**src/rtl/beat_sequencer_if.sv**
```systemverilog
// Beat sequencer control/strobe bundle.
//  master: the sequencer (drives strobes, beat flags, counters, status; samples run/step/stop)
//  slave : store/accumulator side and front panel (drives run/step/stop; samples the rest)
interface beat_sequencer_if #(
  parameter int unsigned TUBE_DEPTH     = 32,
  parameter int unsigned N_ACTION_BEATS = 4
);
  localparam int unsigned BEAT_W = (N_ACTION_BEATS > 1) ? $clog2(N_ACTION_BEATS) : 1;
  localparam int unsigned CNT_W  = (TUBE_DEPTH > 1) ? $clog2(TUBE_DEPTH) : 1;

  logic              w_RUN;
  logic              w_STEP;
  logic              w_STOP_REQ;
  logic              ready_out;
  logic              ready_in;
  logic              w_HS;
  logic              w_ACTION;
  logic [BEAT_W-1:0] b_BEAT;
  logic [CNT_W-1:0]  b_SCAN_CNT;
  logic              w_FRAME;
  logic              w_INSTR_END;
  logic              w_HALTED;

  modport master (
    input  w_RUN, w_STEP, w_STOP_REQ,
    output ready_out, ready_in, w_HS, w_ACTION, b_BEAT, b_SCAN_CNT,
           w_FRAME, w_INSTR_END, w_HALTED
  );

  modport slave (
    output w_RUN, w_STEP, w_STOP_REQ,
    input  ready_out, ready_in, w_HS, w_ACTION, b_BEAT, b_SCAN_CNT,
           w_FRAME, w_INSTR_END, w_HALTED
  );
endinterface

```
**src/rtl/beat_sequencer.sv**
```systemverilog
// Beat timing generator for the main store and accumulator. Interleaves one scan
// (regeneration) beat with each action beat; N_ACTION_BEATS action beats form one
// instruction. While halted only scan beats run.
//  w_CLK : system clock, rising edge
//  w_RST : asynchronous reset, active-high
//  bus   : master side of beat_sequencer_if (run/step/stop in; strobes, beat flags,
//          beat index, scan count, frame/instruction-end pulses, halted status out)
module beat_sequencer #(
  parameter int unsigned SETTLE_CYCLES  = 1,
  parameter int unsigned TUBE_DEPTH     = 32,
  parameter int unsigned N_ACTION_BEATS = 4
) (
  input logic              w_CLK,
  input logic              w_RST,
  beat_sequencer_if.master bus
);
  localparam int unsigned BEAT_W = (N_ACTION_BEATS > 1) ? $clog2(N_ACTION_BEATS) : 1;
  localparam int unsigned CNT_W  = (TUBE_DEPTH > 1) ? $clog2(TUBE_DEPTH) : 1;
  localparam int unsigned PH_W   = $clog2(SETTLE_CYCLES + 2);
  localparam logic [PH_W-1:0]   PH_LAST   = PH_W'(SETTLE_CYCLES + 1);
  localparam logic [BEAT_W-1:0] BEAT_LAST = BEAT_W'(N_ACTION_BEATS - 1);
  localparam logic [CNT_W-1:0]  CNT_LAST  = CNT_W'(TUBE_DEPTH - 1);

  typedef enum logic [1:0] {
    ST_HALT = 2'd0,
    ST_RUN  = 2'd1,
    ST_STEP = 2'd2
  } state_t;

  state_t            state_q, state_d;
  logic              active_q, active_d;       // 0 only until the first beat starts
  logic [PH_W-1:0]   ph_q, ph_d;               // cycle index within the current beat
  logic              in_instr_q, in_instr_d;   // an instruction has started and not ended
  logic              step_pend_q, step_d;
  logic              stop_pend_q, stop_d;
  logic              ready_out_q, ready_out_d;
  logic              ready_in_q, ready_in_d;
  logic              hs_q, hs_d;
  logic              action_q, action_d;
  logic [BEAT_W-1:0] beat_q, beat_d;
  logic [CNT_W-1:0]  cnt_q, cnt_d;
  logic              frame_q, frame_d;
  logic              instr_end_q, instr_end_d;
  logic              halted_q, halted_d;
  logic              in_cyc, scan_in, instr_done;

  // State and output registers
  always_ff @(posedge w_CLK or posedge w_RST) begin
    if (w_RST) begin
      state_q     <= ST_HALT;
      active_q    <= 1'b0;
      ph_q        <= '0;
      in_instr_q  <= 1'b0;
      step_pend_q <= 1'b0;
      stop_pend_q <= 1'b0;
      ready_out_q <= 1'b0;
      ready_in_q  <= 1'b0;
      hs_q        <= 1'b0;
      action_q    <= 1'b0;
      beat_q      <= '0;
      cnt_q       <= '0;
      frame_q     <= 1'b0;
      instr_end_q <= 1'b0;
      halted_q    <= 1'b1;
    end else begin
      state_q     <= state_d;
      active_q    <= active_d;
      ph_q        <= ph_d;
      in_instr_q  <= in_instr_d;
      step_pend_q <= step_d;
      stop_pend_q <= stop_d;
      ready_out_q <= ready_out_d;
      ready_in_q  <= ready_in_d;
      hs_q        <= hs_d;
      action_q    <= action_d;
      beat_q      <= beat_d;
      cnt_q       <= cnt_d;
      frame_q     <= frame_d;
      instr_end_q <= instr_end_d;
      halted_q    <= halted_d;
    end
  end

  // Next-state and next-output logic; registered values describe the coming cycle
  always_comb begin
    state_d     = state_q;
    active_d    = 1'b1;
    ph_d        = '0;
    in_instr_d  = in_instr_q;
    hs_d        = hs_q;
    action_d    = action_q;
    beat_d      = beat_q;
    cnt_d       = cnt_q;
    frame_d     = 1'b0;
    instr_end_d = 1'b0;

    in_cyc     = active_q && (ph_q == PH_LAST);
    scan_in    = in_cyc && hs_q;
    instr_done = in_cyc && action_q && (beat_q == BEAT_LAST);

    step_d = step_pend_q | bus.w_STEP;
    stop_d = stop_pend_q | ((state_q != ST_HALT) && bus.w_STOP_REQ);

    // Run control is only evaluated at beat/instruction boundaries
    unique case (state_q)
      ST_HALT: begin
        if (scan_in) begin
          if (bus.w_RUN) begin
            state_d = ST_RUN;
          end else if (step_pend_q) begin
            state_d = ST_STEP;
            step_d  = bus.w_STEP;   // a step arriving this very cycle is kept
          end
        end
      end
      ST_RUN: begin
        if (instr_done && (!bus.w_RUN || stop_d)) state_d = ST_HALT;
      end
      ST_STEP: begin
        if (instr_done) state_d = ST_HALT;
      end
      default: state_d = ST_HALT;
    endcase

    if (instr_done) begin
      stop_d     = 1'b0;
      in_instr_d = 1'b0;
    end

    if (active_q && (ph_q != PH_LAST)) ph_d = ph_q + 1'b1;

    // Beat type is decided at the OUT cycle using the post-transition state
    if (ph_d == '0) begin
      if (hs_q && (state_d != ST_HALT)) begin
        hs_d       = 1'b0;
        action_d   = 1'b1;
        beat_d     = in_instr_q ? beat_q + 1'b1 : '0;
        in_instr_d = 1'b1;
      end else begin
        hs_d     = 1'b1;
        action_d = 1'b0;
      end
    end

    ready_out_d = (ph_d == '0);
    ready_in_d  = (ph_d == PH_LAST);

    // Scan count advances with the IN strobe of each scan beat
    if (ready_in_d && hs_d) begin
      frame_d = (cnt_q == CNT_LAST);
      cnt_d   = frame_d ? '0 : cnt_q + 1'b1;
    end

    instr_end_d = instr_done;
    halted_d    = (state_d == ST_HALT);
  end

  assign bus.ready_out   = ready_out_q;
  assign bus.ready_in    = ready_in_q;
  assign bus.w_HS        = hs_q;
  assign bus.w_ACTION    = action_q;
  assign bus.b_BEAT      = beat_q;
  assign bus.b_SCAN_CNT  = cnt_q;
  assign bus.w_FRAME     = frame_q;
  assign bus.w_INSTR_END = instr_end_q;
  assign bus.w_HALTED    = halted_q;
endmodule
```
**src/flat_wrapper.sv**
```systemverilog
// flat-port wrapper written by rule: the top's interface ports become plain ports
module beat_sequencer_flat 
#(
  parameter int unsigned SETTLE_CYCLES  = 1,
  parameter int unsigned TUBE_DEPTH     = 32,
  parameter int unsigned N_ACTION_BEATS = 4
)
  (w_CLK, w_RST, bus_w_RUN, bus_w_STEP, bus_w_STOP_REQ, bus_ready_out, bus_ready_in, bus_w_HS, bus_w_ACTION, bus_b_BEAT, bus_b_SCAN_CNT, bus_w_FRAME, bus_w_INSTR_END, bus_w_HALTED);
  beat_sequencer_if #(.TUBE_DEPTH(TUBE_DEPTH), .N_ACTION_BEATS(N_ACTION_BEATS)) bus_i ();
  input logic w_CLK;
  input logic w_RST;
  input wire logic [$bits(bus_i.w_RUN)-1:0] bus_w_RUN;
  input wire logic [$bits(bus_i.w_STEP)-1:0] bus_w_STEP;
  input wire logic [$bits(bus_i.w_STOP_REQ)-1:0] bus_w_STOP_REQ;
  output wire logic [$bits(bus_i.ready_out)-1:0] bus_ready_out;
  output wire logic [$bits(bus_i.ready_in)-1:0] bus_ready_in;
  output wire logic [$bits(bus_i.w_HS)-1:0] bus_w_HS;
  output wire logic [$bits(bus_i.w_ACTION)-1:0] bus_w_ACTION;
  output wire logic [$bits(bus_i.b_BEAT)-1:0] bus_b_BEAT;
  output wire logic [$bits(bus_i.b_SCAN_CNT)-1:0] bus_b_SCAN_CNT;
  output wire logic [$bits(bus_i.w_FRAME)-1:0] bus_w_FRAME;
  output wire logic [$bits(bus_i.w_INSTR_END)-1:0] bus_w_INSTR_END;
  output wire logic [$bits(bus_i.w_HALTED)-1:0] bus_w_HALTED;
  assign bus_i.w_RUN = bus_w_RUN;
  assign bus_i.w_STEP = bus_w_STEP;
  assign bus_i.w_STOP_REQ = bus_w_STOP_REQ;
  assign bus_ready_out = bus_i.ready_out;
  assign bus_ready_in = bus_i.ready_in;
  assign bus_w_HS = bus_i.w_HS;
  assign bus_w_ACTION = bus_i.w_ACTION;
  assign bus_b_BEAT = bus_i.b_BEAT;
  assign bus_b_SCAN_CNT = bus_i.b_SCAN_CNT;
  assign bus_w_FRAME = bus_i.w_FRAME;
  assign bus_w_INSTR_END = bus_i.w_INSTR_END;
  assign bus_w_HALTED = bus_i.w_HALTED;
  beat_sequencer #(.SETTLE_CYCLES(SETTLE_CYCLES), .TUBE_DEPTH(TUBE_DEPTH), .N_ACTION_BEATS(N_ACTION_BEATS)) u_core (.w_CLK(w_CLK), .w_RST(w_RST), .bus(bus_i));
endmodule
```
**config.mk**
```make
export PLATFORM = sky130hd
export DESIGN_NAME = beat_sequencer_flat
export DESIGN_NICKNAME = d
export VERILOG_FILES = /design/src/rtl/beat_sequencer_if.sv /design/src/rtl/beat_sequencer.sv /design/src/flat_wrapper.sv
export SDC_FILE = /design/constraint.sdc
export NUM_CORES = 1
export LEC_CHECK = 0
export ABC_CLOCK_PERIOD_IN_PS = 3710
export BUFFER_PORTS_ARGS = -buffer_cell sky130_fd_sc_hd__buf_4
export CORE_AREA = 4 4 54 56
export CTS_CLUSTER_DIAMETER = 80
export DETAILED_ROUTE_END_ITERATION = 12
export DIE_AREA = 0 0 58 60
export GPL_ROUTABILITY_DRIVEN = 0
export SYNTH_ARGS = -nofsm -noshare
export SYNTH_HDL_FRONTEND = slang
export SYNTH_SLANG_ARGS = --single-unit
export TNS_END_PERCENT = 50
```
**constraint.sdc**
```tcl
create_clock -name w_CLK -period 3.71 [get_ports w_CLK]
set_input_delay 0.5565 -clock w_CLK [delete_from_list [all_inputs] [get_ports w_CLK]]
set_output_delay 0.5565 -clock w_CLK [all_outputs]
set_load 0.05 [all_outputs]
```
After elaboration in Yosys (flattened, before gate mapping)
Index checks and enable logic that the tools add are counted.
{"block": "classes", "addsub": 3, "eq_ne": 7, "mux": 21, "n_bitwise": 2, "reduce_logical": 17}
{"cell": "2-bit two-way mux", "count": 7}
{"cell": "1-bit two-way mux", "count": 12}
{"cell": "1-bit logical AND", "count": 9}
{"cell": "2-bit equality test (second input constant)", "count": 4}
{"cell": "2-bit logical NOT", "count": 3}
{"cell": "2-bit one-hot mux with 3 select lines", "count": 1}
{"cell": "5-bit by 1-bit adder with 5-bit output (second input constant)", "count": 1}
{"cell": "5-bit equality test (second input constant)", "count": 1}
{"cell": "5-bit two-way mux", "count": 1}
{"cell": "2-bit by 1-bit adder with 2-bit output (second input constant)", "count": 2}
{"cell": "2-bit nonzero test", "count": 2}
{"cell": "2-bit by 1-bit equality test with 1-bit output (second input constant)", "count": 1}
{"cell": "2-bit != test (second input constant)", "count": 1}
{"cell": "1-bit bitwise OR", "count": 2}
{"cell": "2-bit AND reduction", "count": 1}
{"cell": "1-bit logical NOT", "count": 1}
{"cell": "1-bit logical OR", "count": 1}
{"block": "word_totals", "register_bits": 22, "in_bits": 5, "out_inout_bits": 14, "elab_cells": 65}

Longest topological paths before layout
{"block": "depth", "word_depth": 13, "mapped_depth": 8, "depth_no_buf": 8}

Worst setup path after synthesis
OpenSTA, ideal clock, no wires.
{"block": "synth_path", "path_kind": "reg-to-reg", "from": "register u_core.beat_q[0], in the netlist u_core.bus.b_BEAT[0]", "to": "register u_core.beat_q[0], in the netlist u_core.bus.b_BEAT[0]", "setup_time_ps": 125, "t_arrival_ps": 1787, "slack_ps": 1798, "path_stages_with_launch": 8, "n_path_buf": 0, "synth_period_minus_slack_ps": 1912, "path_cell_list": "dfrtp_1 > ha_1 > nand4_1 > inv_1 > nand2_1 > nand4_1 > nor2_2 > mux2_4"}
{"block": "synth_between", "elab_chain_cells": 8}
{"element": "from (decl)", "line": "beat_sequencer.sv:40", "text": "logic [BEAT_W-1:0] beat_q, beat_d;"}
{"element": "from (signal assigned)", "line": "beat_sequencer.sv:76", "text": "beat_q <= beat_d;"}
{"element": "2-bit equality test (*)", "line": "beat_sequencer.sv:99", "text": "instr_done = in_cyc && action_q && (beat_q == BEAT_LAST);"}
{"element": "1-bit logical AND (*)", "line": "beat_sequencer.sv:99"}
{"element": "via u_core.instr_done", "line": "beat_sequencer.sv:45", "text": "logic in_cyc, scan_in, instr_done;"}
{"element": "1-bit logical AND", "line": "beat_sequencer.sv:117", "text": "if (instr_done && (!bus.w_RUN || stop_d)) state_d = ST_HALT;"}
{"element": "2-bit two-way mux", "line": "beat_sequencer.sv:117"}
{"element": "2-bit one-hot mux with 3 select lines (*)", "line": "beat_sequencer.sv:105", "text": "unique case (state_q)"}
{"element": "2-bit nonzero test (*)", "line": "beat_sequencer.sv:134", "text": "if (hs_q && (state_d != ST_HALT)) begin"}
{"element": "1-bit logical AND (*)", "line": "beat_sequencer.sv:134"}
{"element": "2-bit AND reduction (no line) (*)"}
The timed path passes the listed nets; every way through them passes the cells marked *.
A chain may end at the register's enable or synchronous reset.

Worst setup path in the final report
{"block": "layout_path", "from": "register u_core.ph_q[0]", "to": "register u_core.beat_q[0], in the netlist u_core.bus.b_BEAT[0]"}
{"block": "layout_between", "elab_chain_cells": 10}
{"element": "from (decl)", "line": "beat_sequencer.sv:32", "text": "logic [PH_W-1:0] ph_q, ph_d;"}
{"element": "from (signal assigned)", "line": "beat_sequencer.sv:68", "text": "ph_q <= ph_d;"}
{"element": "2-bit equality test (*)", "line": "beat_sequencer.sv:97", "text": "in_cyc = active_q && (ph_q == PH_LAST);"}
{"element": "1-bit logical AND (*)", "line": "beat_sequencer.sv:97"}
{"element": "1-bit logical AND (*) (2 in series)", "line": "beat_sequencer.sv:99"}
{"element": "via u_core.instr_done", "line": "beat_sequencer.sv:45"}
{"element": "1-bit logical AND", "line": "beat_sequencer.sv:117"}
{"element": "2-bit two-way mux", "line": "beat_sequencer.sv:117"}
{"element": "2-bit one-hot mux with 3 select lines (*)", "line": "beat_sequencer.sv:105"}
{"element": "2-bit nonzero test (*)", "line": "beat_sequencer.sv:134"}
{"element": "1-bit logical AND (*)", "line": "beat_sequencer.sv:134"}
{"element": "2-bit AND reduction (no line) (*)"}
Marks and branches as above.

==> impl_metrics.py <==
metrics = {
    "pwr": {
        "swShare": 0.449,
        "clockPowerShare": 0.127,
        "comb_power_share": 0.451,
        "totalPowerFinal_mw": 0.851,
        "p_int_mw": 0.469,
        "p_switching_mw": 0.382,
        "ir_drop_mv": 0.481,
        "leakage_nw": 0.560,
        "p_per_area_mw_per_mm2": 740,
        "p_seq_frac": 0.422,
    },
    "yosys": {
        "synth_area_leaders": "dfrtp_1 (55%), ha_1 (5.3%), nor2_1 (4.7%)",
        "ys_top_cells_by_count": "dfrtp_1 (21), nor2_1 (12), nand2_1 (9)",
        "syn_avg_cell_area_um2": 10.7,
        "synth_area_um2": 951,
        "yosys.cell_types.count": 27,
        "synth-seq-cells": 22,
        "synth_most_common_cell": "dfrtp_1",
        "synth-seq-area-share": 0.580,
        "syn_nets": 98,
        "async_reset_ff_frac": 1.00,
        "yosys_warnings": 0,
        "synth_top_area_cell": "dfrtp_1",
        "synth-edff-count": 0,
        "yosys.area.top_type_share": 0.553,
        "synth_cells": 89,
        "synthFlopType": "dfrtp_1",
    },
    "detailed_routing": {
        "drtPass1Iterations": 4,
        "wl_met1_um": 796,
        "wl_per_cell_um": 12.8,
        "drt_iter0_drc": 13,
        "drc_errors": 0,
        "totalWireLength_mm": 1.80,
        "highest_layer": "met4",
        "route.met3.wl_um": 96,
        "wl_met2_um": 896,
        "drtAntennaViolNets": 0,
        "num_vias": 683,
        "via_per_inst": 4.84,
    },
    "cts": {
        "hold_buffers": 0,
        "ctsHtreeMaxLevel": 1,
        "cts_tree": "yes",
        "clockBufferDepth": 2,
        "root_buffer": "clkbuf_4",
        "cts_repair_resize_count": 0,
        "cts_buffers": 3,
        "clk_pin_slew_ns": 0.12,
        "cts_sinks": 22,
        "post_cts_buffers": 0,
        "clk_latency_ns": 0.30,
    },
    "global_routing": {
        "grt_first_pass_wirelength_mm": 3.09,
        "grt_overflow": 0,
        "track_usage": 0.118,
        "antenna_found_initial": 0,
        "grt_pass1_vias": 717,
        "grt_max_degree": 23,
    },
    "hold_path": {
        "holdCritPathClass": "input port to asynchronous set/reset pin",
    },
    "timing": {
        "finalCritPeriodShare": 0.508,
        "hold_viol_final": 0,
        "tightest_slew_ns": 0.819,
        "rsz0062_at_grt": "no",
        "layout_min_cycle_time_ns": 1.88,
        "setup-violations-final": 0,
        "max_freq_mhz": 531,
        "drv_slew": 0,
        "finalClockSkew_ns": 0.00753,
        "slew_headroom": 0.453,
        "tns_ns": 0,
    },
    "critical_path": {
        "crit_required_ns": 3.90,
        "cpMaxStageDelayCell": "dfrtp_1",
        "worst_path_largest_cell_delay_ns": 0.40,
        "worstPathArrival_ns": 2.07,
        "critPathCaptureType": "register",
        "cp_cell_sequence": "inv_1, ha_1, nand4_1, inv_1, nand2_1, nand4_1, nor2_2, mux2_4",
        "crit_family": "simple AND/OR/NAND/NOR gates",
        "path_max_fanout": 5,
        "critPathBufInv": 2,
        "worst-setup-path-type": "register to register",
        "worstSetupStartpointType": "register",
    },
    "die": {
        "die_w_um": 58,
        "core_mm2": 0.00243,
        "pin_count": 19,
        "die_area_mm2": 0.00348,
        "initial_core_util": 0.391,
        "std_cell_rows": 18,
        "die_h_um": 60,
    },
    "layout": {
        "drive_gt1_frac": 0.261,
        "nFillCells": 236,
        "insertedDiodeCount": 0,
        "final_nets": 121,
        "syn_to_final_growth_pct": 20.9,
        "utilization": 0.473,
    },
    "outcome": {
        "status": "completed",
    },
    "place": {
        "hpwl_mm": 1.35,
        "io_buffers": 18,
    },
    "job": {
        "cap_viol_max_count": 0,
    },
}
area by class of cell:
class                   count  area [um2]  area share
flip-flops and latches     22         552       0.480
multi-input cells          60         373       0.324
repair buffers             18         135       0.118
well taps                  30        37.5      0.0326
clock buffers               4        26.3      0.0229
inverters                   7        26.3      0.0229
layout by cell type, fill, tap and decap left out, types with 2 or more instances in the layout:
| cell | n |
|---|---|
| a21o_1 | 3 |
| a21oi_1 | 4 |
| buf_4 | 18 |
| clkbuf_4 | 3 |
| dfrtp_1 | 21 |
| ha_1 | 4 |
| inv_1 | 7 |
| mux2_2 | 2 |
| nand2_1 | 9 |
| nand3_1 | 2 |
| nand3b_1 | 2 |
| nand4_1 | 4 |
| nor2_1 | 12 |
| o21ai_0 | 4 |
state kept, by name (all words and copies together), names as in the netlist:
name                    flops
u_core.bus.b_SCAN_CNT       5
u_core.bus.b_BEAT           2
u_core.ph_q                 2
u_core.state_q              2
u_core.active_q             1
u_core.bus.ready_in         1
u_core.bus.ready_out        1
u_core.bus.w_ACTION         1
u_core.bus.w_FRAME          1
u_core.bus.w_HALTED         1
u_core.bus.w_HS             1
u_core.bus.w_INSTR_END      1
u_core.in_instr_q           1
u_core.step_pend_q          1
u_core.stop_pend_q          1
final timing paths:
path / depth (start not counted) / end / startpoint / slack, ns
setup / recovery: 8 / u_core.bus.b_BEAT[0] / u_core.ph_q[0] / 1.83
hold / removal: 2 / u_core.bus.b_SCAN_CNT[4] / w_RST / 0.41
setup reg to reg: 8 / u_core.bus.b_BEAT[0] / u_core.ph_q[0] / 1.83
hold reg to reg: 1 / u_core.ph_q[0] / u_core.ph_q[0] / 0.49
max in group asynchronous: 2 / u_core.ph_q[0] / w_RST / 2.79
min in group w_CLK: 2 / u_core.step_pend_q / bus_w_STEP / 0.42
metrics by stage:
step	cells	hold slack (ns)	setup slack (ns)	instance area, um2
after detailed placement	137	0.472	1.87	1120
after global placement	137	0.452	1.95	1120
final	141	0.408	1.83	1150
after CTS	141	0.413	1.83	1150
after floorplan	89	0.440	1.80	951
after global routing	141	0.417	1.67	1150
power groups by stage:
stage,combinational [mW],clock (mW),sequential [mW]
floorplan,0.125,0,0.504
global placement,0.380,0,0.361
detailed placement,0.388,0,0.364
CTS,0.389,0.115,0.360
global route,0.412,0.126,0.370
finish,0.384,0.108,0.359
metal layers:
layer / vias up / track usage
met5: - / 0
met4: 0 / 0.0596
met3: 2 / 0.0194
met2: 14 / 0.215
met1: 323 / 0.133
li1: 344 / -
cells by family (layout without fill, tap and decap cells):
family,after synthesis,count (layout),share of synthesized area
compound gates,15,15,0.0947
fa+ha+maj,4,4,0.0526
buf+inv,7,29,0.0276
flops,22,22,0.580
mux,4,4,0.0500
other cells,1,1,0.00394
simple gates,36,36,0.191
worst reg2reg max path: stages, from the launching register on:
cell and delay [ns]:
dfrtp_1 0.40, inv_1 0.06, ha_1 0.25, nand4_1 0.19
inv_1 0.10, nand2_1 0.09, nand4_1 0.13, nor2_2 0.23
mux2_4 0.32
No activity file was read; power rests on OpenSTA's default activity.
